--- src/rtl/countdown_timer.sv ---
// BCD MM:SS countdown engine: loads a clamped start value, decrements once per
// accepted seconds tick while running, and flags expiry at 00:00.
module countdown_timer #(
  parameter int WARN_SECS = 10
) (
  input  logic       clk_in,
  input  logic       reset,
  input  logic       tick,
  input  logic       load,
  input  logic [3:0] ld_mt,
  input  logic [3:0] ld_mo,
  input  logic [3:0] ld_st,
  input  logic [3:0] ld_so,
  input  logic       start,
  input  logic       pause,
  output logic [3:0] mt,
  output logic [3:0] mo,
  output logic [3:0] st,
  output logic [3:0] so,
  output logic       running,
  output logic       paused,
  output logic       expired,
  output logic       done_pulse,
  output logic       warn
);

  typedef enum logic [1:0] {
    IDLE    = 2'd0,
    RUN     = 2'd1,
    PAUSE   = 2'd2,
    EXPIRED = 2'd3
  } state_t;

  typedef struct packed {
    logic [3:0] mt;
    logic [3:0] mo;
    logic [3:0] st;
    logic [3:0] so;
  } bcd_time_t;

  localparam logic [12:0] WARN_LIM = 13'(WARN_SECS);

  function automatic logic [3:0] clamp_digit(input logic [3:0] d, input logic [3:0] max);
    return (d > max) ? max : d;
  endfunction

  // Ripple borrow from seconds-ones up to minutes-tens.
  function automatic bcd_time_t bcd_dec(input bcd_time_t t);
    bcd_time_t r;
    r = t;
    if (t.so != 4'd0) begin
      r.so = t.so - 4'd1;
    end else begin
      r.so = 4'd9;
      if (t.st != 4'd0) begin
        r.st = t.st - 4'd1;
      end else begin
        r.st = 4'd5;
        if (t.mo != 4'd0) begin
          r.mo = t.mo - 4'd1;
        end else begin
          r.mo = 4'd9;
          r.mt = t.mt - 4'd1;
        end
      end
    end
    return r;
  endfunction

  function automatic logic [12:0] to_secs(input bcd_time_t t);
    logic [12:0] minutes;
    minutes = {9'd0, t.mt} * 13'd10 + {9'd0, t.mo};
    return minutes * 13'd60 + {9'd0, t.st} * 13'd10 + {9'd0, t.so};
  endfunction

  state_t      state_q, state_d;
  bcd_time_t   time_q, time_d;
  bcd_time_t   time_dec;
  bcd_time_t   load_val;
  logic        done_d;
  logic [12:0] remaining;

  always_comb begin
    load_val.mt = clamp_digit(ld_mt, 4'd9);
    load_val.mo = clamp_digit(ld_mo, 4'd9);
    load_val.st = clamp_digit(ld_st, 4'd5);
    load_val.so = clamp_digit(ld_so, 4'd9);
  end

  assign time_dec = bcd_dec(time_q);

  // NOTE: every output of this block gets a default first, so no path can leave
  // a signal unassigned and infer a latch.
  always_comb begin
    state_d = state_q;
    time_d  = time_q;
    done_d  = 1'b0;
    if (load) begin
      state_d = IDLE;
      time_d  = load_val;
    end else begin
      unique case (state_q)
        IDLE: begin
          // A 00:00 value cannot start; it must not fake an expiry either.
          if (start && (time_q != '0)) state_d = RUN;
        end
        RUN: begin
          // Pause outranks tick, so a tick in the pause cycle is dropped.
          if (pause) begin
            state_d = PAUSE;
          end else if (tick) begin
            time_d = time_dec;
            if (time_dec == '0) begin
              state_d = EXPIRED;
              done_d  = 1'b1;
            end
          end
        end
        PAUSE: begin
          if (start) state_d = RUN;
        end
        EXPIRED: begin
          state_d = EXPIRED;
        end
        default: state_d = IDLE;
      endcase
    end
  end

  // NOTE: sequential state uses non-blocking assignments so every register
  // samples the pre-edge values regardless of statement order.
  always_ff @(posedge clk_in or negedge reset) begin
    if (!reset) begin
      state_q    <= IDLE;
      time_q     <= '0;
      running    <= 1'b0;
      paused     <= 1'b0;
      expired    <= 1'b0;
      done_pulse <= 1'b0;
    end else begin
      state_q    <= state_d;
      time_q     <= time_d;
      running    <= (state_d == RUN);
      paused     <= (state_d == PAUSE);
      expired    <= (state_d == EXPIRED);
      done_pulse <= done_d;
    end
  end

  assign mt = time_q.mt;
  assign mo = time_q.mo;
  assign st = time_q.st;
  assign so = time_q.so;

  // warn is decoded from registered state and digits only.
  assign remaining = to_secs(time_q);
  assign warn      = (running || paused) && (remaining != 13'd0) && (remaining <= WARN_LIM);

endmodule

--- config.mk ---
export PLATFORM = sky130hd
export DESIGN_NAME = countdown_timer
export DESIGN_NICKNAME = d
export VERILOG_FILES = /design/src/rtl/countdown_timer.sv
export SDC_FILE = /design/constraint.sdc
export NUM_CORES = 1
export LEC_CHECK = 0
export ABC_AREA = 1
export BUFFER_PORTS_ARGS = -buffer_cell sky130_fd_sc_hd__buf_2
export CORE_UTILIZATION = 38
export CTS_CLUSTER_SIZE = 20
export DETAILED_ROUTE_END_ITERATION = 10
export GPL_TIMING_DRIVEN = 1
export SETUP_SLACK_MARGIN = 0.1
export SYNTH_ARGS = -nofsm -noshare
export SYNTH_HDL_FRONTEND = slang
export SYNTH_SLANG_ARGS = --single-unit
--- constraint.sdc ---
create_clock -name clk_in -period 4.4 [get_ports clk_in]
set_clock_uncertainty 0.05 [all_clocks]
set_input_delay 0 -clock clk_in [delete_from_list [all_inputs] [get_ports clk_in]]
set_output_delay 0 -clock clk_in [all_outputs]
set_load 0.05 [all_outputs]
==> run summary, run 1 <==
* result of the run: complete, but fails checks
* violations in the final reports: setup timing
* amount of wire on met3 after detailed routing: 139 um
* CTS Buffer Depth: 2
* post-synthesis cell count: 493
* worst slew margin relative to its limit: 0.6630
* synth-to-layout area growth: 36.60%
* Detailed Route WL: 8.869 mm
* fraction of the cycle the final worst path needs: 1.128
* total DRC errors in the routed layout: 0
* diodes inserted: 0
* Post-Synthesis Net Count: 574
* max-slew violation total from the final report: 0
* max-cap check violation count: 0
* fraction of registers with async set/reset: 1.000
* number of standard-cell rows in the floorplan: 34
* number of H-tree levels: 1
* Max Fanout on Critical Path: 5
* maximum number of pins on one net before global-route repair: 23
* worst min-delay path startpoint: ld_mt[3]
* cell at the root of the clock tree: clkbuf_8
* final setup slack of the worst path: -561.3 ps
* library cell with the largest summed area after synthesis: dfrtp_1
* clock latency of the later-clocked register in the worst-skew pair: 270 ps
* Die W: 97.42 um
* netlist area before placement: 0.003460 mm2
* warning count from the yosys run: 0
* number of detailed-routing iterations run before antenna repair: 4
* first-pass GRT wire length: 15.24 mm
* fraction of layout instances using a drive strength above 1: 0.3378
* Final Critical Period: 4961 ps
* Worst setup startpoint: mt[0]
* met2 wire length: 4.575 mm
* Slew @ Worst Pin: 505.4 ps
* height of the die: 97.42 um
* hold crit path type: in -> reg
* top cell types by occurrence after synthesis: 109 x nand2_1, 91 x inv_1, 40 x ha_1
* number of buffers inserted during clock tree synthesis: 3
* nets@finish: 674
* top routing layer used: met4
* number of sinks handled by clock tree synthesis: 22
* worst setup path category: reg -> out
* data arrival at the endpoint of the critical path: 4910 ps
* required time worst endpoint: 4350 ps
* routed wire length per instance: 12.67 um
* Ports: 43
* unrepaired setup endpoints after global routing: yes
* fraction of the yosys area taken by sequential cells: 0.1591
* final hold violation count: 0
* vias in the first global route: 3429
* fraction of synthesized cell area taken by the top area cell type: 0.1591
* post-synthesis register bit count: 22
* global placement routability congestion: 0.8947
* IO Port Bufs: 42
* antenna violations before repair: 0
* final core utilization: 0.5393
* 1st-iter DRT viols: 66
* Netlist cell types: 41
* count of flip-flops with a built-in enable after synthesis: 0
* clock-pin slew on the worst setup and hold paths: 80 ps
* routed via count divided by cell count: 4.923
* critical path capture point type: output port
* Startpoint Class: register
* timing-limited maximum frequency: 201.6 MHz
* met1 routed wirelength after detailed routing: 4.077 mm
* standard cell core area: 0.008763 mm2
* HPWL after detailed placement: 7.084 mm
* top cells by area in the synthesized netlist: dfrtp_1 16%, ha_1 14%, nand2_1 12%
* Setup Total Neg Slack: -561.3 ps
* top flip-flop cell by instance count after synthesis: dfrtp_1
* total vias in the final route: 3446
* all-layer global routing usage: 0.1899
* clock tree from TritonCTS: built
* Die ar.: 0.009490 mm2
* total grt overflow: 0
* average instance area after synthesis: 7.017 um2
* residual antenna-violating net count after detailed routing: 0
* Setup-failing EPs final: 1
* most frequently used cell type in the post-synthesis netlist: nand2_1
* startpoint of the lowest-slack register-to-register path: so[0]
* initial core utilization: 0.3948
-- routing by layer --
| metal | vias to the layer above | track usage |
|---|---|---|
| li1 | 1787 | - |
| met1 | 1610 | 0.2489 |
| met2 | 40 | 0.3470 |
| met3 | 9 | 0.01079 |
| met4 | 0 | 0.03281 |
| met5 | - | 0 |
-- worst max-delay path: stages (launching register included) --
cell     delay [ps]
dfrtp_4         510
ha_4            170
fa_2            560
inv_2            60
fa_1            500
fa_1            510
inv_2            50
ha_4            290
nand3_4          70
nand3_4         120
xor2_4          170
ha_4            220
ha_4            290
nand2_2          50
inv_2            40
nand4_1          80
nand3_2         100
a21o_1          160
nand3_2         100
nor2_2          150
inv_1            60
nand3_2          60
nand2_2          60
nor2_4          110
buf_8           150
-- timing repair --
| action | CTS | global route |
|---|---|---|
| hold endpoints to repair | 26 | 0 |
| pin swaps | 35 | 22 |
| gates resized for setup | 23 | 22 |
| endpoints found under the setup margin | 1 | 1 |
| setup buffers | 7 | 2 |
| cloned | 0 | 0 |
| hold buffers | 5 | 0 |
-- kinds of logic (layout without fill, tap and decap cells) --
group           count (synthesis)  after routing  share of synthesized area
simple gates                  228            228                     0.3204
buf+inv                       102            201                     0.1110
compound gates                 66             66                     0.1099
fa+ha+maj                      59             59                     0.2546
flops                          22             22                     0.1591
xor+xnor                       16             16                    0.04485
-- layout by cell type, fill, tap and decap left out, types with 7 or more instances in the layout --
cell / count
nand3_1: 29
nand2_2: 22
nor2_1: 28
nor3_1: 7
nand4_1: 12
ha_4: 17
inv_1: 84
inv_2: 14
buf_4: 48
ha_1: 23
nand2_1: 98
nor2_4: 8
dfrtp_1: 16
a21oi_1: 15
o21ai_0: 22
buf_2: 41
nand3_2: 7
fa_1: 16
-- registers in the layout, summed over array words and instances, names as in the netlist --
register and cells:
done_pulse 1, expired 1, mt 4, running 1, state_q 2, paused 1, st 4, so 4
mo 4
-- final cells by class --
type,count,area [um2]
Tap cell,108,135.1
Clock inverter,1,30.03
Timing Repair Buffer,99,684.4
Inverter,98,367.9
Sequential cell,22,565.5
Clock buffer,3,41.29
Fill cell,852,4038
Multi-Input combinational cell,369,2902
-- per-stage QoR --
stage | worst slack (ps) | area [um2] | hold WS [ps] | cells
after CTS | -589.1 | 4619 | 9.554 | 698
after global routing | -806.7 | 4726 | 62.67 | 700
after floorplan | -378.4 | 3667 | -345.6 | 493
final | -561.3 | 4726 | 13.65 | 700
after global placement | -527.6 | 4319 | -53.52 | 682
after detailed placement | -608.4 | 4319 | -34.86 | 682
-- path summary, 6_finish.rpt --
path | end | slack, ps | depth (start not counted)
hold / removal | mt[1] | 10 | 4
setup / recovery | warn | -560 | 24
max in group asynchronous | mt[3] | 3730 | 2
min in group asynchronous | expired | 170 | 2
setup reg to reg | paused | 2110 | 12
hold reg to reg | so[1] | 590 | 2
Power of run 1 is left out: the tool's default activity adds up to more than one toggle a clock period on the data nets, which glitch-free logic cannot reach.
==> run 2, diff against run 1 <==
Settings changed: RECOVER_POWER set to 100.
==> run 2 against run 1 <==
Compared with the run above: the flow still finishes with violations (setup timing); setup slack is essentially flat; sequential share of layout area grew 0.14 points; register-to-register slack lost 580 ps; flip-flop and latch count is the same; largest cell class unchanged; highest routed layer unchanged.
==> run summary, run 2 (synthesis gave the netlist of run 1 again) <==
* Final Critical Period: 4961 ps
* final setup slack of the worst path: -561.4 ps
* clock tree from TritonCTS: built
* Startpoint Class: register
* antenna violations before repair: 0
* Die ar.: 0.009490 mm2
* fraction of layout instances using a drive strength above 1: 0.2889
* 1st-iter DRT viols: 76
* routed wire length per instance: 12.67 um
* routed via count divided by cell count: 4.921
* worst setup path category: reg -> out
* Slew @ Worst Pin: 1209 ps
* timing-limited maximum frequency: 201.6 MHz
* minimum setup slack after placement: -608.4 ps
* final core utilization: 0.5328
* post-detailed-placement cell area: 0.004319 mm2
* total vias in the final route: 3445
* diodes inserted: 0
* unrepaired setup endpoints after global routing: yes
* Ports: 43
* nets@finish: 674
* clock latency of the later-clocked register in the worst-skew pair: 270 ps
* CP most frequent cell: ha_4
* Critical Path Max Stage Delay: 560 ps
* violations in the final reports: setup timing
* result of the run: complete, but fails checks
* data arrival at the endpoint of the critical path: 4910 ps
* IO Port Bufs: 42
* critical path capture point type: output port
* max-cap check violation count: 0
* number of standard-cell rows in the floorplan: 34
* CTS Buffer Depth: 2
* final hold violation count: 0
* required time worst endpoint: 4350 ps
* worst slew margin relative to its limit: 0.1938
* total grt overflow: 0
* cell area after layout: 0.004669 mm2
* cell at the root of the clock tree: clkbuf_8
* number of buffers inserted during clock tree synthesis: 3
* critical path cell sequence: ha_4, fa_2, inv_2, fa_1, fa_1, inv_2, ha_4, nand3_4, nand3_4, xor2_4, ha_4, ha_4, nand2_2, inv_2, nand4_1, nand3_2, a21o_1, nand3_2, nor2_2, inv_1, nand3_2, nand2_2, nor2_4, buf_8
* all-layer global routing usage: 0.1899
* Die W: 97.42 um
* fraction of the cycle the final worst path needs: 1.128
* Setup-failing EPs final: 1
* crit path max-delay cell type: fa_2
* standard cell core area: 0.008763 mm2
* number of H-tree levels: 1
* commonest non-fill, non-tap cells in the layout: 101 x nand2_1, 85 x inv_1, 48 x buf_4, 31 x nor2_1, 30 x nand3_1
* placed cell count: 682
* initial core utilization: 0.3948
* vias in the first global route: 3429
* clock-pin slew on the worst setup and hold paths: 80 ps
* most common library cell in the layout ignoring fill and taps: nand2_1
* Max Fanout on Critical Path: 5
* global placement routability congestion: 0.8947
* hold crit path type: in -> reg
* total DRC errors in the routed layout: 0
* height of the die: 97.42 um
* number of sinks handled by clock tree synthesis: 22
* max-slew violation total from the final report: 0
* fillers: 865
* fin cells: 700
* Detailed Route WL: 8.869 mm
* residual antenna-violating net count after detailed routing: 0
* HPWL after detailed placement: 7.084 mm
* synth-to-layout area growth: 34.97%
* first-pass GRT wire length: 15.24 mm
* maximum number of pins on one net before global-route repair: 23
* number of detailed-routing iterations run before antenna repair: 4
## run 2: changes by cell type in the layout (fill, tap and decap cells not counted), sizes merged
cell and delta:
buf -21, clkbuf +21
## run 2: stage by stage
| stage | hold WS (ps) | TNS [ps] |
|---|---|---|
| floorplan | -345.6 | -378.4 |
| global placement | -53.52 | -527.6 |
| detailed placement | -34.86 | -608.4 |
| CTS | 9.554 | -589.1 |
| global route | 62.67 | -806.7 |
| finish | 12.87 | -561.4 |
## run 2: timing repair
action                                  CTS  global route
buffers inserted                          7             2
pin swaps                                35            22
hold buffers                              5             0
endpoints found under the setup margin    1             1
hold endpoints to repair                 26             0
resized for setup                        23            22
## run 2: path summary, 6_finish.rpt
kind | from | to | slack, ps | cells past startpoint
worst max-delay path | mt[0] | warn | -560 | 24
worst min-delay path | ld_mt[3] | mt[1] | 10 | 4
worst max register to register | so[0] | paused | 1530 | 13
worst min register to register | so[1] | so[1] | 590 | 2
max in group asynchronous | reset | mt[3] | 2980 | 2
min in group asynchronous | reset | expired | 440 | 2
## run 2: worst max-delay path: cells and delay by family (launching register included)
kind            cells  cell delay [ps]
compound gates      1              160
xor+xnor            1              170
fa+ha+maj           7             2540
buf+inv             5              360
flops               1              510
simple gates       10              900
## run 2: cell type report
class                      count  area (um2)  area share
timing repair buffer          99       658.1      0.1409
inverter                      98       367.9     0.07878
clock inverter                 1       30.03    0.006431
clock buffer                   3       41.29    0.008842
sequential                    22       565.5      0.1211
tap                          108       135.1     0.02894
multi-input combinational    369        2872      0.6150
## run 2: layer usage
metal | global-route usage | vias to the layer above | share of wire
li1 | - | 1782 | -
met1 | 0.2489 | 1607 | 0.46
met2 | 0.3470 | 44 | 0.51
met3 | 0.01079 | 12 | 0.016
met4 | 0.03281 | 0 | 0.0089
met5 | 0 | - | 0
Power of run 2 is left out for the same reason.
==> run 3, diff against run 2 <==
Settings changed: BUFFER_PORTS_ARGS -buffer_cell sky130_fd_sc_hd__buf_2 to -buffer_cell sky130_fd_sc_hd__buf_4.
==> run 3 against run 2 <==
Compared with the run above: the flow finishes with violations (hold timing, setup timing); worst hold slack got worse by 14 ps; global-route usage increased by 0.57 points; die area unchanged; cell area about the same; utilization about the same; fmax decreased by 0.15%; via count about the same; first-iteration DRC count increased by 20%; register-to-register slack improved by 50 ps; non-clock buffer count increased by 4; cell count increased by 0.57%; setup slack got worse by 7.7 ps; largest cell class unchanged.
==> run summary, run 3 (synthesis gave the netlist of run 1 again) <==
* Startpoint Class: register
* Setup Total Neg Slack: -569.1 ps
* required time worst endpoint: 4350 ps
* worst r2r dst: expired
* final core utilization: 0.5333
* depth of the most critical reg-to-reg path: 13
* height of the die: 97.42 um
* clock tree from TritonCTS: built
* number of sinks handled by clock tree synthesis: 22
* max-cap check violation count: 0
* worst hold slack: -1.624 ps
* number of H-tree levels: 1
* diodes inserted: 0
* worst slew margin relative to its limit: 0.1765
* top routing layer used: met4
* most common library cell in the layout ignoring fill and taps: nand2_1
* routed wire length per instance: 12.68 um
* Slew @ Worst Pin: 1235 ps
* post-detailed-placement cell area: 0.004432 mm2
* initial core utilization: 0.3948
* Setup-failing EPs final: 1
* Die W: 97.42 um
* met1 routed wirelength after detailed routing: 4.153 mm
* amount of wire on met3 after detailed routing: 166 um
* total grt overflow: 0
* number of detailed-routing iterations run before antenna repair: 4
* clock-pin slew on the worst setup and hold paths: 90 ps
* 1st-iter DRT viols: 91
* number of buffers inserted during clock tree synthesis: 3
* CTS Buffer Depth: 2
* final hold violation count: 1
* reg2reg setup slack: 1580 ps
* antenna violations before repair: 0
* total vias in the final route: 3448
* synth-to-layout area growth: 35.08%
* data arrival at the endpoint of the critical path: 4920 ps
* total DRC errors in the routed layout: 0
* cell area after layout: 0.004673 mm2
* clock latency of the later-clocked register in the worst-skew pair: 280 ps
* residual antenna-violating net count after detailed routing: 0
* Die ar.: 0.009490 mm2
* routed via count divided by cell count: 4.898
* IO Port Bufs: 42
* nets@finish: 678
* vias in the first global route: 3505
* all-layer global routing usage: 0.1956
* Worst setup startpoint: mt[0]
* Detailed Route WL: 8.930 mm
* violations in the final reports: hold timing, setup timing
* commonest non-fill, non-tap cells in the layout: 104 x nand2_1, 87 x inv_1, 77 x buf_4, 30 x nor2_1, 30 x nand3_1
* HPWL after detailed placement: 7.352 mm
* hold crit path type: in -> reg
* maximum number of pins on one net before global-route repair: 23
* standard cell core area: 0.008763 mm2
* end point of the critical path: warn
* Ports: 43
* cell at the root of the clock tree: clkbuf_8
* number of standard-cell rows in the floorplan: 34
* unrepaired setup endpoints after global routing: yes
* fraction of the cycle the final worst path needs: 1.129
* result of the run: complete, but fails checks
* met2 wire length: 4.482 mm
* max-slew violation total from the final report: 0
* Max Fanout on Critical Path: 5
* final setup slack of the worst path: -569.1 ps
* global placement routability congestion: 0.8950
* fraction of layout instances using a drive strength above 1: 0.2819
* first-pass GRT wire length: 15.61 mm
* critical path capture point type: output port
* worst setup path category: reg -> out
* timing-limited maximum frequency: 201.2 MHz
* startpoint of the lowest-slack register-to-register path: so[0]
* Final Critical Period: 4969 ps
## run 3: repair_timing
item,in CTS,in global routing
hold endpoints to repair,28,0
gates resized for setup,24,9
hold buffers,6,0
pin swaps,35,16
endpoints found under the setup margin,1,1
buffers inserted,9,2
## run 3: final cells by class
| type | instances | area, um2 |
|---|---|---|
| clock inverter | 1 | 30.03 |
| clock buffer | 3 | 41.29 |
| multi-input combinational | 369 | 2811 |
| timing repair buffer | 103 | 724.4 |
| fill | 876 | 4090 |
| sequential | 22 | 563.0 |
| tap | 108 | 135.1 |
| inverter | 98 | 367.9 |
## run 3: layer usage
metal | vias up | global-route usage
met5 | - | 0
met3 | 13 | 0.009353
met2 | 56 | 0.3529
li1 | 1790 | -
met1 | 1589 | 0.2542
met4 | 0 | 0.05090
## run 3: worst max-delay path: stages (launching register included)
cell     delay, ps
dfrtp_4        520
ha_4           310
ha_4           220
nand2_2         60
nand2_2         50
inv_2           60
nand2_4         60
xor2_4         150
fa_1           500
fa_1           530
inv_2           50
ha_4           300
xor2_1         150
ha_1           270
ha_4           310
nand2_1         50
inv_1           50
nand4_1         80
nand3_2        100
a21o_1         150
nand3_2         90
nor2_2         140
inv_1           60
nand3_2         60
nand2_2         60
nor2_4         120
buf_8          150
## run 3: worst min path at each step
| stage | from | endpoint | slack, ps | depth (start not counted) |
|---|---|---|---|---|
| 6_report | load | st[3] | -2 | 2 |
| 5_1_grt | load | st[3] | 20 | 2 |
| 4_1_cts | load | st[3] | 2 | 2 |
| 3_5_place_dp | reset | state_q[0] | -140 | 1 |
| 3_3_place_gp | reset | state_q[0] | -140 | 1 |
| 2_1_floorplan | reset | done_pulse | -350 | 0 |
## run 3: per-stage QoR
step	cells	setup WS, ps	hold WS (ps)
final	704	-569.1	-1.624
after global routing	704	-905.6	17.47
after CTS	702	-571.9	2.214
after detailed placement	683	-499.7	-137.8
after global placement	683	-418.7	-142.8
after floorplan	493	-378.4	-345.6
Power of run 3 is left out for the same reason.
